File: src/rtl/regbank_wb_arbiter.sv
// rtl/regbank_wb_arbiter.sv - write-back arbiter, ALU skid buffer and RAW scoreboard for the register bank
//
// Purpose:
//   Merges the memory-load return stream and the ALU result stream into a
//   single registered write per cycle toward the register bank write port.
//   A writing ALU result that collides with a load is parked in a one-entry
//   skid buffer.  A per-register pending bit lets decode stall on RAW hazards.
//
// Ports:
//   clk, rst                    clock, synchronous active-high reset
//   issue_valid/dest/opcode     instruction issued by decode (sets pending)
//   srcadd1, srcadd2            sources being decoded
//   hazard                      a decoded source has a pending write
//   pending                     scoreboard, one bit per register
//   alu_valid/ready/dest/opcode/data   ALU result handshake
//   mem_valid/dest/data         load return, always accepted
//   wr_en/wr_dest/wr_data       registered write to the register bank

module regbank_wb_arbiter #(
  parameter int DATA_W = 32,
  parameter int REG_AW = 4
) (
  input  logic                   clk,
  input  logic                   rst,
  input  logic                   issue_valid,
  input  logic [REG_AW-1:0]      issue_dest,
  input  logic [3:0]             issue_opcode,
  input  logic [REG_AW-1:0]      srcadd1,
  input  logic [REG_AW-1:0]      srcadd2,
  output logic                   hazard,
  output logic [(2**REG_AW)-1:0] pending,
  input  logic                   alu_valid,
  output logic                   alu_ready,
  input  logic [REG_AW-1:0]      alu_dest,
  input  logic [3:0]             alu_opcode,
  input  logic [DATA_W-1:0]      alu_data,
  input  logic                   mem_valid,
  input  logic [REG_AW-1:0]      mem_dest,
  input  logic [DATA_W-1:0]      mem_data,
  output logic                   wr_en,
  output logic [REG_AW-1:0]      wr_dest,
  output logic [DATA_W-1:0]      wr_data
);

  localparam int NREG = 2**REG_AW;

  typedef enum logic {
    SKID_EMPTY = 1'b0,
    SKID_FULL  = 1'b1
  } skid_state_e;

  skid_state_e       skid_q, skid_d;
  logic [REG_AW-1:0] skid_dest_q, skid_dest_d;
  logic [DATA_W-1:0] skid_data_q, skid_data_d;

  logic              wr_en_q, wr_en_d;
  logic [REG_AW-1:0] wr_dest_q, wr_dest_d;
  logic [DATA_W-1:0] wr_data_q, wr_data_d;

  logic [NREG-1:0]   pending_q, pending_d;

  logic              alu_xfer;
  logic              alu_wr;

  // NO-OP, STR and CMP never produce a register result.
  function automatic logic op_writes(input logic [3:0] op);
    return !(op == 4'b1111 || op == 4'b1000 || op == 4'b1010);
  endfunction

  // A full skid holds the only ALU slot, so the ALU is stalled until it drains.
  assign alu_ready = (skid_q == SKID_EMPTY);
  assign alu_xfer  = alu_valid && alu_ready;
  assign alu_wr    = alu_xfer && op_writes(alu_opcode);

  // No bypass: a register being written this cycle still reads as pending.
  assign hazard  = pending_q[srcadd1] | pending_q[srcadd2];
  assign pending = pending_q;

  assign wr_en   = wr_en_q;
  assign wr_dest = wr_dest_q;
  assign wr_data = wr_data_q;

  always_comb begin
    skid_d      = skid_q;
    skid_dest_d = skid_dest_q;
    skid_data_d = skid_data_q;
    wr_en_d     = 1'b0;
    wr_dest_d   = wr_dest_q;
    wr_data_d   = wr_data_q;

    // Fixed write priority: load return, then parked ALU result, then fresh ALU result.
    if (mem_valid) begin
      wr_en_d   = 1'b1;
      wr_dest_d = mem_dest;
      wr_data_d = mem_data;
    end else if (skid_q == SKID_FULL) begin
      wr_en_d   = 1'b1;
      wr_dest_d = skid_dest_q;
      wr_data_d = skid_data_q;
    end else if (alu_wr) begin
      wr_en_d   = 1'b1;
      wr_dest_d = alu_dest;
      wr_data_d = alu_data;
    end

    case (skid_q)
      SKID_EMPTY: begin
        if (alu_wr && mem_valid) begin
          skid_d      = SKID_FULL;
          skid_dest_d = alu_dest;
          skid_data_d = alu_data;
        end
      end
      SKID_FULL: begin
        if (!mem_valid) skid_d = SKID_EMPTY;
      end
      default: skid_d = SKID_EMPTY;
    endcase

    // Clear first, then set, so a new producer of the same register wins.
    pending_d = pending_q;
    if (wr_en_d) pending_d[wr_dest_d] = 1'b0;
    if (issue_valid && op_writes(issue_opcode)) pending_d[issue_dest] = 1'b1;
  end

  always_ff @(posedge clk) begin
    if (rst) begin
      skid_q      <= SKID_EMPTY;
      skid_dest_q <= '0;
      skid_data_q <= '0;
      wr_en_q     <= 1'b0;
      wr_dest_q   <= '0;
      wr_data_q   <= '0;
      pending_q   <= '0;
    end else begin
      skid_q      <= skid_d;
      skid_dest_q <= skid_dest_d;
      skid_data_q <= skid_data_d;
      wr_en_q     <= wr_en_d;
      wr_dest_q   <= wr_dest_d;
      wr_data_q   <= wr_data_d;
      pending_q   <= pending_d;
    end
  end

endmodule

File: config.mk
export PLATFORM = sky130hd
export DESIGN_NAME = regbank_wb_arbiter
export DESIGN_NICKNAME = d
export VERILOG_FILES = /design/src/rtl/regbank_wb_arbiter.sv
export SDC_FILE = /design/constraint.sdc
export NUM_CORES = 1
export LEC_CHECK = 0
export CAP_MARGIN = 5
export CORE_MARGIN = 5
export CORE_UTILIZATION = 49
export DETAILED_ROUTE_END_ITERATION = 7
export PLACE_DENSITY = 0.85
export SLEW_MARGIN = 10
export SYNTH_ARGS = -nofsm -noshare
export SYNTH_HDL_FRONTEND = slang
export SYNTH_SLANG_ARGS = --single-unit
File: constraint.sdc
create_clock -name clk -period 4.15 [get_ports clk]
set_input_delay 0.6225 -clock clk [delete_from_list [all_inputs] [get_ports clk]]
set_output_delay 0.6225 -clock clk [all_outputs]
set_load 0.02 [all_outputs]
==> insert_results.sql <==
INSERT INTO impl_metrics (metric_group, metric, value, unit) VALUES
('run_status', 'outcome', 'complete, no violations', ''),
('sta', 'maxClockFrequency', '0.269', 'GHz'),
('sta', 'fin_worst_skew', '0.00700', 'ns'),
('hold_path', 'hold_class', 'reg -> reg', ''),
('logic_synthesis', 'synth.top_cells.by_area', 'sky130_fd_sc_hd__dfxtp_1 41%, sky130_fd_sc_hd__mux2i_1 23%, sky130_fd_sc_hd__nor2_1 7.0%, sky130_fd_sc_hd__mux4_2 5.1%, sky130_fd_sc_hd__o21ai_0 4.6%', ''),
('logic_synthesis', 'synthDominantAreaCellType', 'sky130_fd_sc_hd__dfxtp_1', ''),
('pwr', 'report.power.total', '0.00200', 'W'),
('logic_synthesis', 'flops_latches_synth', '90', ''),
('sta', 'final_period_minus_worst_setup_slack', '3.71', 'ns'),
('grt', 'grt_start_max_net_pins', '77', ''),
('grt', 'busiest_metal_layer_after_global_routing', 'met2', ''),
('floorplanning', 'die_height', '105', 'um'),
('logic_synthesis', 'yosys_warnings', '0', ''),
('cts', 'clk-insertion-delay-late', '0.35', 'ns'),
('floorplanning', 'ioPinCount', '152', ''),
('floorplanning', 'core_area', '8760', 'sq um'),
('logic_synthesis', 'syn-num-nets', '579', ''),
('cells_and_area', 'drive_gt1_share', '7.56', '%'),
('job', 'cap_violations', '0', ''),
('route', 'drt-wirelength-per-cell', '16.9', 'um'),
('sta', 'maxSlewViolCount', '0', ''),
('sta', 'worst-slew-pin-transition', '1.10', 'ns'),
('cells_and_area', 'fillers', '672', ''),
('floorplanning', 'die_x', '105', 'um'),
('logic_synthesis', 'top_flip_flop_cell_by_instance_count_after_synthesis', 'sky130_fd_sc_hd__dfxtp_1', ''),
('cts', 'cts.path.max_buffers', '2', ''),
('cts', 'postCtsSetupRepairBufs', '0', ''),
('worst_setup_path', 'worstPathRequired', '3.53', 'ns'),
('sta', 'grt_setup_unrepaired', 'no', ''),
('worst_setup_path', 'r2r.worst_path.cells', '6', ''),
('cts', 'numCtsBuffers', '9', ''),
('grt', 'antenna_found_initial', '0', ''),
('route', 'detail_route.vias_per_cell', '5.68', ''),
('worst_setup_path', 'setup.worst_path.start', 'srcadd1[0]', ''),
('placement', 'place.port_buffers', '151', ''),
('cells_and_area', 'post_layout_nonfiller_instances', '730', ''),
('cells_and_area', 'antennaDiodeCount', '0', ''),
('cells_and_area', 'nets', '714', ''),
('logic_synthesis', 'post-synth-top-area-fraction', '40.8', '%'),
('logic_synthesis', 'seq_area_frac_synth', '40.8', '%'),
('sta', 'final-hold-violation-count', '0', ''),
('hold_path', 'whs_path_depth', '2', ''),
('cells_and_area', 'area_delta_synth_final', '39.9', '%'),
('logic_synthesis', 'synth_most_common_cell', 'sky130_fd_sc_hd__mux2i_1', ''),
('cts', 'h_tree_depth_reported_by_cts', '3', ''),
('worst_setup_path', 'crit_path_end', 'hazard', ''),
('worst_setup_path', 'cp-end-kind', 'output pin', ''),
('cts', 'cts_root_buffer', 'sky130_fd_sc_hd__clkbuf_8', ''),
('sta', 'relSlewSlack', '26.3', '%'),
('worst_setup_path', 'cp.arrival', '3.09', 'ns'),
('placement', 'dpl.hpwl', '9.07', 'mm'),
('worst_setup_path', 'rr_endpoint', 'pending[8]$_SDFF_PP0_', ''),
('logic_synthesis', 'syn_inst', '482', ''),
('worst_setup_path', 'crit_path_launch_type', 'input pin', ''),
('logic_synthesis', 'yosys-top-cells-count', '101 x sky130_fd_sc_hd__mux2i_1, 90 x sky130_fd_sc_hd__dfxtp_1, 82 x sky130_fd_sc_hd__nor2_1', ''),
('pwr', 'leakage', '2.54', 'nW'),
('worst_setup_path', 'r2r-start', 'skid_q$_SDFF_PP0_', ''),
('cts', 'postCtsHoldBufs', '0', ''),
('cts', 'cts_sinks', '90', ''),
('grt', 'global_route.usage.total', '21.8', '%'),
('cts', 'clkTransAtPathRegs', '0.08', 'ns'),
('cts', 'cts-resized-gates', '0', ''),
('placement', 'dp_cells', '714', ''),
('pwr', 'max-vdd-ir-drop', '0.222', 'mV'),
('worst_setup_path', 'path_max_fanout', '4', ''),
('logic_synthesis', 'post_synthesis_mean_instance_area', '9.16', 'sq um'),
('worst_setup_path', 'reg2reg_setup_slack', '1.90', 'ns'),
('logic_synthesis', 'synth_enable_flop_cells', '0', ''),
('grt', 'grtUsageMet3', '5.24', '%'),
('grt', 'grt_first_pass_wirelength', '20.1', 'mm'),
('sta', 'report.final.setup_viol', '0', '');
==> where the power goes <==
group | leakage, nW | total [W] | internal, W | switching [W]
Clock | 0.0986 | 0.000612 | 0.000311 | 0.000302
Sequential | 0.739 | 0.000944 | 0.000912 | 0.0000320
Combinational | 1.70 | 0.000448 | 0.000231 | 0.000217
Total | 2.54 | 0.00200 | 0.00145 | 0.000551
==> logic make-up after synthesis <==
group,count (synthesis),share of synthesized area (%)
DFF,90,40.8
and+or+nand+nor,159,15.6
buffers and inverters,39,3.99
muxes,111,28.0
AOI/OAI and AO/OA,83,11.7
==> metal layers <==
metal  vias up  share of wire [%]
met3        17                7.8
met4         0                1.7
met2       185                 50
met1      1959                 40
li1       1983                  -
met5         -                  0
==> flip-flops by register name (all words and copies together) (netlist names) <==
name	flops
wr_dest	4
skid_dest_q	4
skid_data_q	32
pending	16
wr_data	32
skid_q	1
wr_en	1
==> critical path: stages <==
cell	delay, ns
sky130_fd_sc_hd__clkdlybuf4s50_1	0.63
sky130_fd_sc_hd__mux4_2	0.55
sky130_fd_sc_hd__mux4_2	0.45
sky130_fd_sc_hd__or2_2	0.30
sky130_fd_sc_hd__clkdlybuf4s50_1	0.54
==> worst min-delay path by stage <==
| stage | start | to | slack [ns] |
|---|---|---|---|
| finish | skid_dest_q[0]$_SDFFE_PP0P_ | skid_dest_q[0]$_SDFFE_PP0P_ | 0.49 |
| global route | skid_data_q[17]$_SDFFE_PP0P_ | skid_data_q[17]$_SDFFE_PP0P_ | 0.54 |
| CTS | skid_dest_q[0]$_SDFFE_PP0P_ | skid_dest_q[0]$_SDFFE_PP0P_ | 0.50 |
| detailed placement | skid_dest_q[0]$_SDFFE_PP0P_ | skid_dest_q[0]$_SDFFE_PP0P_ | 0.48 |
| global placement | skid_dest_q[0]$_SDFFE_PP0P_ | skid_dest_q[0]$_SDFFE_PP0P_ | 0.47 |
| floorplan | skid_dest_q[0]$_SDFFE_PP0P_ | skid_dest_q[0]$_SDFFE_PP0P_ | 0.45 |
==> through the flow <==
stage | util (%) | area (sq um) | worst slack [ns] | hold slack, ns
CTS | 70.5 | 6180 | 0.410 | 0.500
detailed placement | 68.1 | 5970 | 0.414 | 0.480
global route | 70.5 | 6180 | 0.343 | 0.536
global placement | 68.1 | 5970 | 0.475 | 0.466
floorplan | - | 4420 | 1.63 | 0.454
finish | 70.5 | 6180 | 0.438 | 0.495
==> cell usage in the layout, fill, tap and decap left out, drive strengths merged, types with 2 or more instances in the layout <==
master	instances
a21oi	12
a31o	8
a31oi	2
and3	2
buf	5
clkbuf	12
clkdlybuf4s50	150
clkinvlp	2
dfxtp	90
inv	8
mux2i	101
mux4	10
nand2	42
nand2b	4
nand3	13
nand3b	2
nand4	2
nor2	82
nor3	4
o21ai	44
o311ai	6
o32ai	2
or2	2
or3b	2
==> area by class of cell <==
| type | instances | area, sq um | area share, % |
|---|---|---|---|
| Clock buffer | 12 | 155 | 2.51 |
| Clock inverter | 4 | 50.0 | 0.810 |
| Inverter | 8 | 30.0 | 0.486 |
| Multi-Input combinational cell | 353 | 2450 | 39.7 |
| Sequential cell | 90 | 1800 | 29.2 |
| Tap cell | 108 | 135 | 2.19 |
| Timing Repair Buffer | 155 | 1550 | 25.1 |
(Power assumes the default switching activity.)
